### src/rtl/feature_frame_builder.sv
// Streaming front end of the keyword classifier: rescales 16-bit samples to saturated 8-bit,
// assembles ping-pong frames and presents each one to the network for a fixed settle time.
module feature_frame_builder #(
    parameter int IN_SIZE     = 64,
    parameter int SHIFT       = 4,
    parameter int HOLD_CYCLES = 8
) (
    input  logic                     clk,
    input  logic                     rst,
    input  logic signed [15:0]       sample_in,
    input  logic                     sample_valid,
    input  logic                     frame_start,
    output logic                     sample_ready,
    output logic [IN_SIZE*8-1:0]     input_vector,
    output logic                     vector_valid,
    output logic                     nn_capture,
    output logic                     frame_err
);
    localparam int IW = (IN_SIZE > 1) ? $clog2(IN_SIZE) : 1;
    localparam int HW = (HOLD_CYCLES > 1) ? $clog2(HOLD_CYCLES) : 1;
    localparam logic [IW-1:0] LAST_IDX  = IW'(IN_SIZE - 1);
    localparam logic [HW-1:0] HOLD_INIT = HW'(HOLD_CYCLES - 1);

    typedef enum logic {IDLE = 1'b0, HOLD = 1'b1} state_t;

    logic [7:0]           buf_mem [0:1][0:IN_SIZE-1];
    logic [1:0]           full_reg, full_next;
    logic                 wr_sel_reg;
    logic [IW-1:0]        wr_idx_reg;
    logic                 rd_ptr_reg;
    state_t               state_reg, state_next;
    logic [HW-1:0]        hold_cnt_reg, hold_cnt_next;
    logic [IN_SIZE*8-1:0] input_vector_reg;
    logic                 vector_valid_reg, nn_capture_reg, frame_err_reg;

    logic signed [15:0]   shifted;
    logic [7:0]           conv;
    logic                 accept, frame_done, present_en, capture_en;
    logic [IW-1:0]        idx;

    always_comb begin
        shifted = sample_in >>> SHIFT;
        if (shifted > 16'sd127)
            conv = 8'h7F;
        else if (shifted < -16'sd128)
            conv = 8'h80;
        else
            conv = shifted[7:0];
    end

    // Ready comes only from registered flags, so a buffer freed this edge is writable next cycle.
    assign sample_ready = ~full_reg[wr_sel_reg];
    assign accept       = sample_valid & sample_ready;
    assign idx          = frame_start ? '0 : wr_idx_reg;
    assign frame_done   = accept & (idx == LAST_IDX);

    always_ff @(posedge clk) begin
        if (accept)
            buf_mem[wr_sel_reg][idx] <= conv;
    end

    always_ff @(posedge clk or negedge rst) begin
        if (!rst) begin
            wr_sel_reg    <= 1'b0;
            wr_idx_reg    <= '0;
            frame_err_reg <= 1'b0;
        end else begin
            frame_err_reg <= accept & frame_start & (wr_idx_reg != '0);
            if (accept) begin
                if (frame_done) begin
                    wr_idx_reg <= '0;
                    wr_sel_reg <= ~wr_sel_reg;
                end else begin
                    wr_idx_reg <= idx + 1'b1;
                end
            end
        end
    end

    // Completion and presentation always target different buffers, so both updates apply.
    always_comb begin
        full_next = full_reg;
        if (frame_done)
            full_next[wr_sel_reg] = 1'b1;
        if (present_en)
            full_next[rd_ptr_reg] = 1'b0;
    end

    always_ff @(posedge clk or negedge rst) begin
        if (!rst) begin
            state_reg    <= IDLE;
            hold_cnt_reg <= '0;
        end else begin
            state_reg    <= state_next;
            hold_cnt_reg <= hold_cnt_next;
        end
    end

    always_comb begin
        state_next    = state_reg;
        hold_cnt_next = hold_cnt_reg;
        case (state_reg)
            IDLE: begin
                if (full_reg[rd_ptr_reg]) begin
                    state_next    = HOLD;
                    hold_cnt_next = HOLD_INIT;
                end
            end
            HOLD: begin
                if (hold_cnt_reg == '0)
                    state_next = IDLE;
                else
                    hold_cnt_next = hold_cnt_reg - 1'b1;
            end
            default: state_next = IDLE;
        endcase
    end

    always_comb begin
        present_en = (state_reg == IDLE) && full_reg[rd_ptr_reg];
        capture_en = (state_reg == HOLD) && (hold_cnt_reg == '0);
    end

    always_ff @(posedge clk or negedge rst) begin
        if (!rst) begin
            full_reg         <= 2'b00;
            rd_ptr_reg       <= 1'b0;
            input_vector_reg <= '0;
            vector_valid_reg <= 1'b0;
            nn_capture_reg   <= 1'b0;
        end else begin
            full_reg         <= full_next;
            vector_valid_reg <= present_en;
            nn_capture_reg   <= capture_en;
            if (present_en) begin
                rd_ptr_reg <= ~rd_ptr_reg;
                for (int i = 0; i < IN_SIZE; i++)
                    input_vector_reg[i*8 +: 8] <= buf_mem[rd_ptr_reg][i];
            end
        end
    end

    assign input_vector = input_vector_reg;
    assign vector_valid = vector_valid_reg;
    assign nn_capture   = nn_capture_reg;
    assign frame_err    = frame_err_reg;

endmodule
### config.mk
export PLATFORM = sky130hd
export DESIGN_NAME = feature_frame_builder
export DESIGN_NICKNAME = d
export VERILOG_FILES = /design/src/rtl/feature_frame_builder.sv
export SDC_FILE = /design/constraint.sdc
export NUM_CORES = 1
export LEC_CHECK = 0
export ABC_AREA = 0
export CORE_ASPECT_RATIO = 1.2
export CORE_MARGIN = 4
export CORE_UTILIZATION = 35
export CTS_BUF_LIST = sky130_fd_sc_hd__clkbuf_4
export CTS_CLUSTER_DIAMETER = 80
export CTS_CLUSTER_SIZE = 30
export DETAILED_ROUTE_END_ITERATION = 10
export DONT_BUFFER_PORTS = 1
export HOLD_SLACK_MARGIN = 0.06
export MAX_ROUTING_LAYER = met4
export PLACE_DENSITY = 0.58
export SYNTH_ARGS = -nofsm -noshare
export SYNTH_HDL_FRONTEND = slang
export SYNTH_SLANG_ARGS = --single-unit
### constraint.sdc
create_clock -name clk -period 2.2 [get_ports clk]
set_input_delay 0.33 -clock clk [delete_from_list [all_inputs] [get_ports clk]]
set_output_delay 0.33 -clock clk [all_outputs]
set_load 0.02 [all_outputs]
# Yosys cells after proc, flatten, opt, wreduce, memory -nomap -nowiden
# Memory sizes are Yosys's and may differ from the RTL's. A register that Yosys moved wholly into a read port is not among the register bits.
# Index checks and enable logic that the tools add are counted.
# Widths: inputs -> output; s select.
# classes
addsub	2
magnitude_cmp	8
eq_ne	3
muxes	24
n_bitwise	12
reduce_logical	10
# op_table
operator	count
$mux 512	1
$demux 8 s6	1
$mux 8	3
$gt 12x8->1 const B	1
$lt 12x8->1 const B	1
$mux 6	2
$mux 1	9
$ge 7x7->1 const B	1
$lt 7x1->1 const B	1
$not 6->7	1
$add 6x1->6 const B	1
$eq 6x6->1 const B	1
$mux 3	2
$pmux 3 s2	1
$reduce_bool 6->1	1
$logic_and 1x1->1	5
$and 1x1->1	4
$lt 1x2->1 const B	2
$mux 2	2
$ne 2x2->1 const B	2
$not 1->1	4
$reduce_and 2->1	2
$logic_not 3->1	1
$sub 3x1->3 const B	1
7 further kinds	9
# totals
ff_bits	17
ram_bits	1024
out_inout_bits	516
word_cells	69
mem_count	1
# memory_table
memory	words	word_bits	read_ports	rd_clocked_by_memory_dff	write_ports	line	text
buf_mem	2	512	1	1	1	26	logic [7:0] buf_mem [0:1][0:IN_SIZE-1];

# Longest topological paths before layout
# depth
depth_word	8
mapped_depth	8
ltp_nobuf	5

# Worst setup path before layout
# OpenSTA, ideal clock, no wires.
# synth_path
path_type	input-to-reg
startpoint	input sample_in[15]
endpoint	memory buf_mem[0][103] in the netlist's numbering, data pin
t_arrival_ns	2.266
path_slack_ns	-0.672
cell_stages	1
cell_sequence	clkbuf_1
# synth_via
elab_chain_cells	3
# synth_rtl
item	line	text
from (decl)	10	input logic signed [15:0] sample_in,
$lt 12x8->1	45	else if (shifted < -16'sd128)
$mux 8	45	
$mux 8 (*)	43	if (shifted > 16'sd127)
to (decl)	26	
# Every way passes the cells marked *; elsewhere a longest branch is shown, timed or not.

# Worst setup path in the final report
# layout_path
startpoint	register wr_sel_reg
endpoint	output sample_ready
# layout_via
elab_chain_cells	3
# layout_rtl
item	line	text
from (decl)	28	logic wr_sel_reg;
from (signal assigned)	72	wr_sel_reg <= ~wr_sel_reg;
$mux 1 (not written as such) (2 in a row)	52	assign sample_ready = ~full_reg[wr_sel_reg];
$not 1->1	52	
to (decl)	13	output logic sample_ready,
# Every way passes these cells. The select of a mux whose other input is x is not followed.

==> results.json <==
{
  "status": "complete, but fails checks",
  "violations": "hold timing, setup timing",
  "ys_ff_latch": 1553,
  "max_stage_delay_ns": 0.43,
  "fill_cells": 14200,
  "die_w_um": 373,
  "layout-drive-gt1-share_pct": 29.0,
  "period_minus_slack_ns": 2.36,
  "cp-start-kind": "flop",
  "synth-edff-count": 1024,
  "gp_congestion": 0.774,
  "clkLatencyLatePin_ns": 1.19,
  "worstMarginPinSlew_ns": 1.24,
  "crit_start": "wr_sel_reg",
  "crit_type": "flop to primary output",
  "syn_avg_cell_area_um2": 17.9,
  "wl_met2_um": 81700,
  "stdcell_count": 5383,
  "final.setup.tns_ns": -0.157,
  "power_frac_seq_pct": 70.0,
  "wl_met1_um": 66100,
  "largest_register_ffs": 1024,
  "cpMaxStageDelayCell": "dfrtp_1",
  "initial_core_util_pct": 35.3,
  "fin_ws_ns": -0.157,
  "crit_fanout": 2,
  "async_reset_ff_share_pct": 34.1,
  "synthCells": 3130,
  "setup_viol": 1,
  "dp.cells": 5210,
  "hp-class": "primary input to async pin",
  "regToRegStartpoint": "full_reg[0]",
  "drt_iter0_drc": 3006,
  "port-buffer-count": 0,
  "routed.top_layer": "met4",
  "clockBufferDepth": 3,
  "vias_per_cell": 5.77,
  "antenna_found_initial": 13,
  "grt_pass1_vias": 31300,
  "fin_skew_ns": 0.0663,
  "clkPwrFrac_pct": 26.9,
  "grt_pass1_wl_um": 233000,
  "grt_overflow": 0,
  "syn-cell-area_um2": 56000,
  "gr-usage-all-layers_pct": 19.4,
  "ys_warn_count": 0,
  "wl_per_cell_um": 30.5,
  "drt_pre_antenna_iters": 5,
  "cts_made_buffers": 72,
  "rows": 160,
  "seq_area_um2": 44600,
  "synth.yosys.seq_area_share_pct": 78.5,
  "cp-end-kind": "primary output",
  "drcViolationCount": 0,
  "area_delta_synth_final_pct": 11.9,
  "power.leakage_nw": 19.6,
  "clock_sinks": 1553,
  "hpwlAfterDp_um": 96300,
  "wl_met3_um": 10700,
  "multi_input_area_um2": 10900,
  "worstPathRequired_ns": 1.87,
  "crit_path_cell_trace": "mux2i_2, buf_6, buf_12",
  "arrival_ns": 2.03,
  "slew_viol_final": 0,
  "power.density_nw_per_um2": 716,
  "ys_types": 44,
  "coreArea_um2": 159000,
  "fmax_mhz": 424,
  "die-area_um2": 167000,
  "die_h_um": 446,
  "clockRootBuffer": "clkbuf_4",
  "power.switching_mw": 10.2,
  "hold_viol_final": 372,
  "tritoncts": "done",
  "final.period_utilization_pct": 107,
  "nNetsFinal": 3234,
  "drtAntennaViolNets": 0,
  "clk_pin_slew_ns": 0.28,
  "sw_frac_of_total_pct": 22.7,
  "synth_nets": 3153,
  "whs_ns": -0.739,
  "wirelength_um": 164000,
  "p_int_mw": 34.7,
  "grt_max_degree": 530,
  "route.vias.total": 31100,
  "cap_violations": 0,
  "ys.flop_type": "edfxtp_1",
  "pin_count": 536,
  "htree_levels": 3,
  "slew_headroom_pct": 17.4,
  "vdd_drop_max_uv": 531,
  "combPwrFrac_pct": 3.1,
  "rsz0062_at_grt": "true"
}
==> power groups by stage <==
| stage | combinational, mW | sequential [mW] | clock [mW] |
|---|---|---|---|
| 2_1_floorplan | 0.357 | 32.0 | 0 |
| 3_3_place_gp | 1.03 | 32.0 | 0 |
| 3_5_place_dp | 1.05 | 32.0 | 0 |
| 4_1_cts | 1.15 | 31.4 | 12.6 |
| 5_1_grt | 1.50 | 31.4 | 13.6 |
| 6_report | 1.39 | 31.4 | 12.1 |
==> Yosys cell counts (all sizes together) (7+ instances only) <==
library cell / number / area (um2)
nor2: 133 / 499
nand3: 7 / 35.0
dfrtp: 529 / 13200
nand2: 24 / 90.1
buf: 48 / 235
clkbuf: 253 / 950
nor4b: 514 / 4500
o21a: 7 / 52.6
a221o: 513 / 5130
edfxtp: 1024 / 30700
nand4: 9 / 56.3
==> cell type report <==
| cell class | instances | share of cell area, % |
|---|---|---|
| diodes | 9 | 0.0359 |
| clock buffers | 95 | 1.14 |
| clock inverters | 36 | 0.882 |
| inverters | 6 | 0.0359 |
| multi-input cells | 1270 | 17.4 |
| flip-flops and latches | 1553 | 71.2 |
| well taps | 2106 | 4.20 |
| repair buffers | 308 | 5.08 |
==> layout by cell type (no fill, tap or decap), types with 9 or more instances in the layout <==
cell           Yosys  routed
diode_2            0       9
nand2_1           24      23
edfxtp_1        1024    1024
nor4b_1          514     513
dfrtp_2            0     509
dfrtp_1          529      18
nand4_1            9       9
dlygate4sd3_1      0      20
nor2_1           133     130
clkbuf_4           0      95
buf_12             0      53
a221o_1          513     513
buf_4              0     223
==> path summary, 6_finish.rpt <==
check                           slack [ns]  cells after the start                end
worst max register to register        0.10                      6   input_vector[34]
min in group clk                      0.19                      2    buf_mem[0][127]
worst max-delay path                 -0.16                      3       sample_ready
max in group asynchronous             0.87                      5  input_vector[315]
worst min register to register        0.44                      1    input_vector[4]
worst min-delay path                 -0.74                      3  input_vector[425]
==> per-stage QoR <==
| stage | instance area, um2 | power, mW | utilization [%] | worst slack, ns | hold slack, ns |
|---|---|---|---|---|---|
| 2_1_floorplan | 56000 | 32.4 | - | -0.0692 | 0.0344 |
| 3_3_place_gp | 60300 | 33.0 | 38.0 | -0.0426 | 0.0560 |
| 3_5_place_dp | 60300 | 33.0 | 38.0 | 0.0154 | 0.0594 |
| 4_1_cts | 62400 | 45.1 | 39.3 | -0.448 | -1.42 |
| 5_1_grt | 62700 | 46.5 | 39.5 | -0.374 | -0.881 |
| 6_report | 62700 | 44.9 | 39.5 | -0.157 | -0.739 |
==> routing by layer <==
metal	vias up	global-route usage, %
met3	182	4.07
met4	0	6.90
met5	-	-
li1	13100	-
met1	16700	23.8
met2	1009	31.8
==> cell families (layout without fill, tap and decap cells) <==
kind of cell	after synthesis	count (layout)	share of synthesized area (%)
buf+inv	307	445	2.16
flops	1553	1553	78.5
simple gates	718	718	9.63
fa+ha+maj	3	3	0.0670
other cells	0	9	0
compound gates	547	547	9.58
mux	2	2	0.0447
==> worst max-delay path, delay by kind of cell (launching register included) <==
kind / cells / cell delay, ns
mux: 1 / 0.23
flops: 1 / 0.43
buf+inv: 2 / 0.25
==> timing repair <==
item | 4_1_cts | 5_1_grt
hold endpoints to repair | 2587 | 530
hold buffers | 21 | 4
setup buffers | 3 | 0
gates cloned | 0 | 2
setup endpoints to repair | 508 | 594
gates resized for setup | 512 | 10
Power figures use the tool's default switching activity.
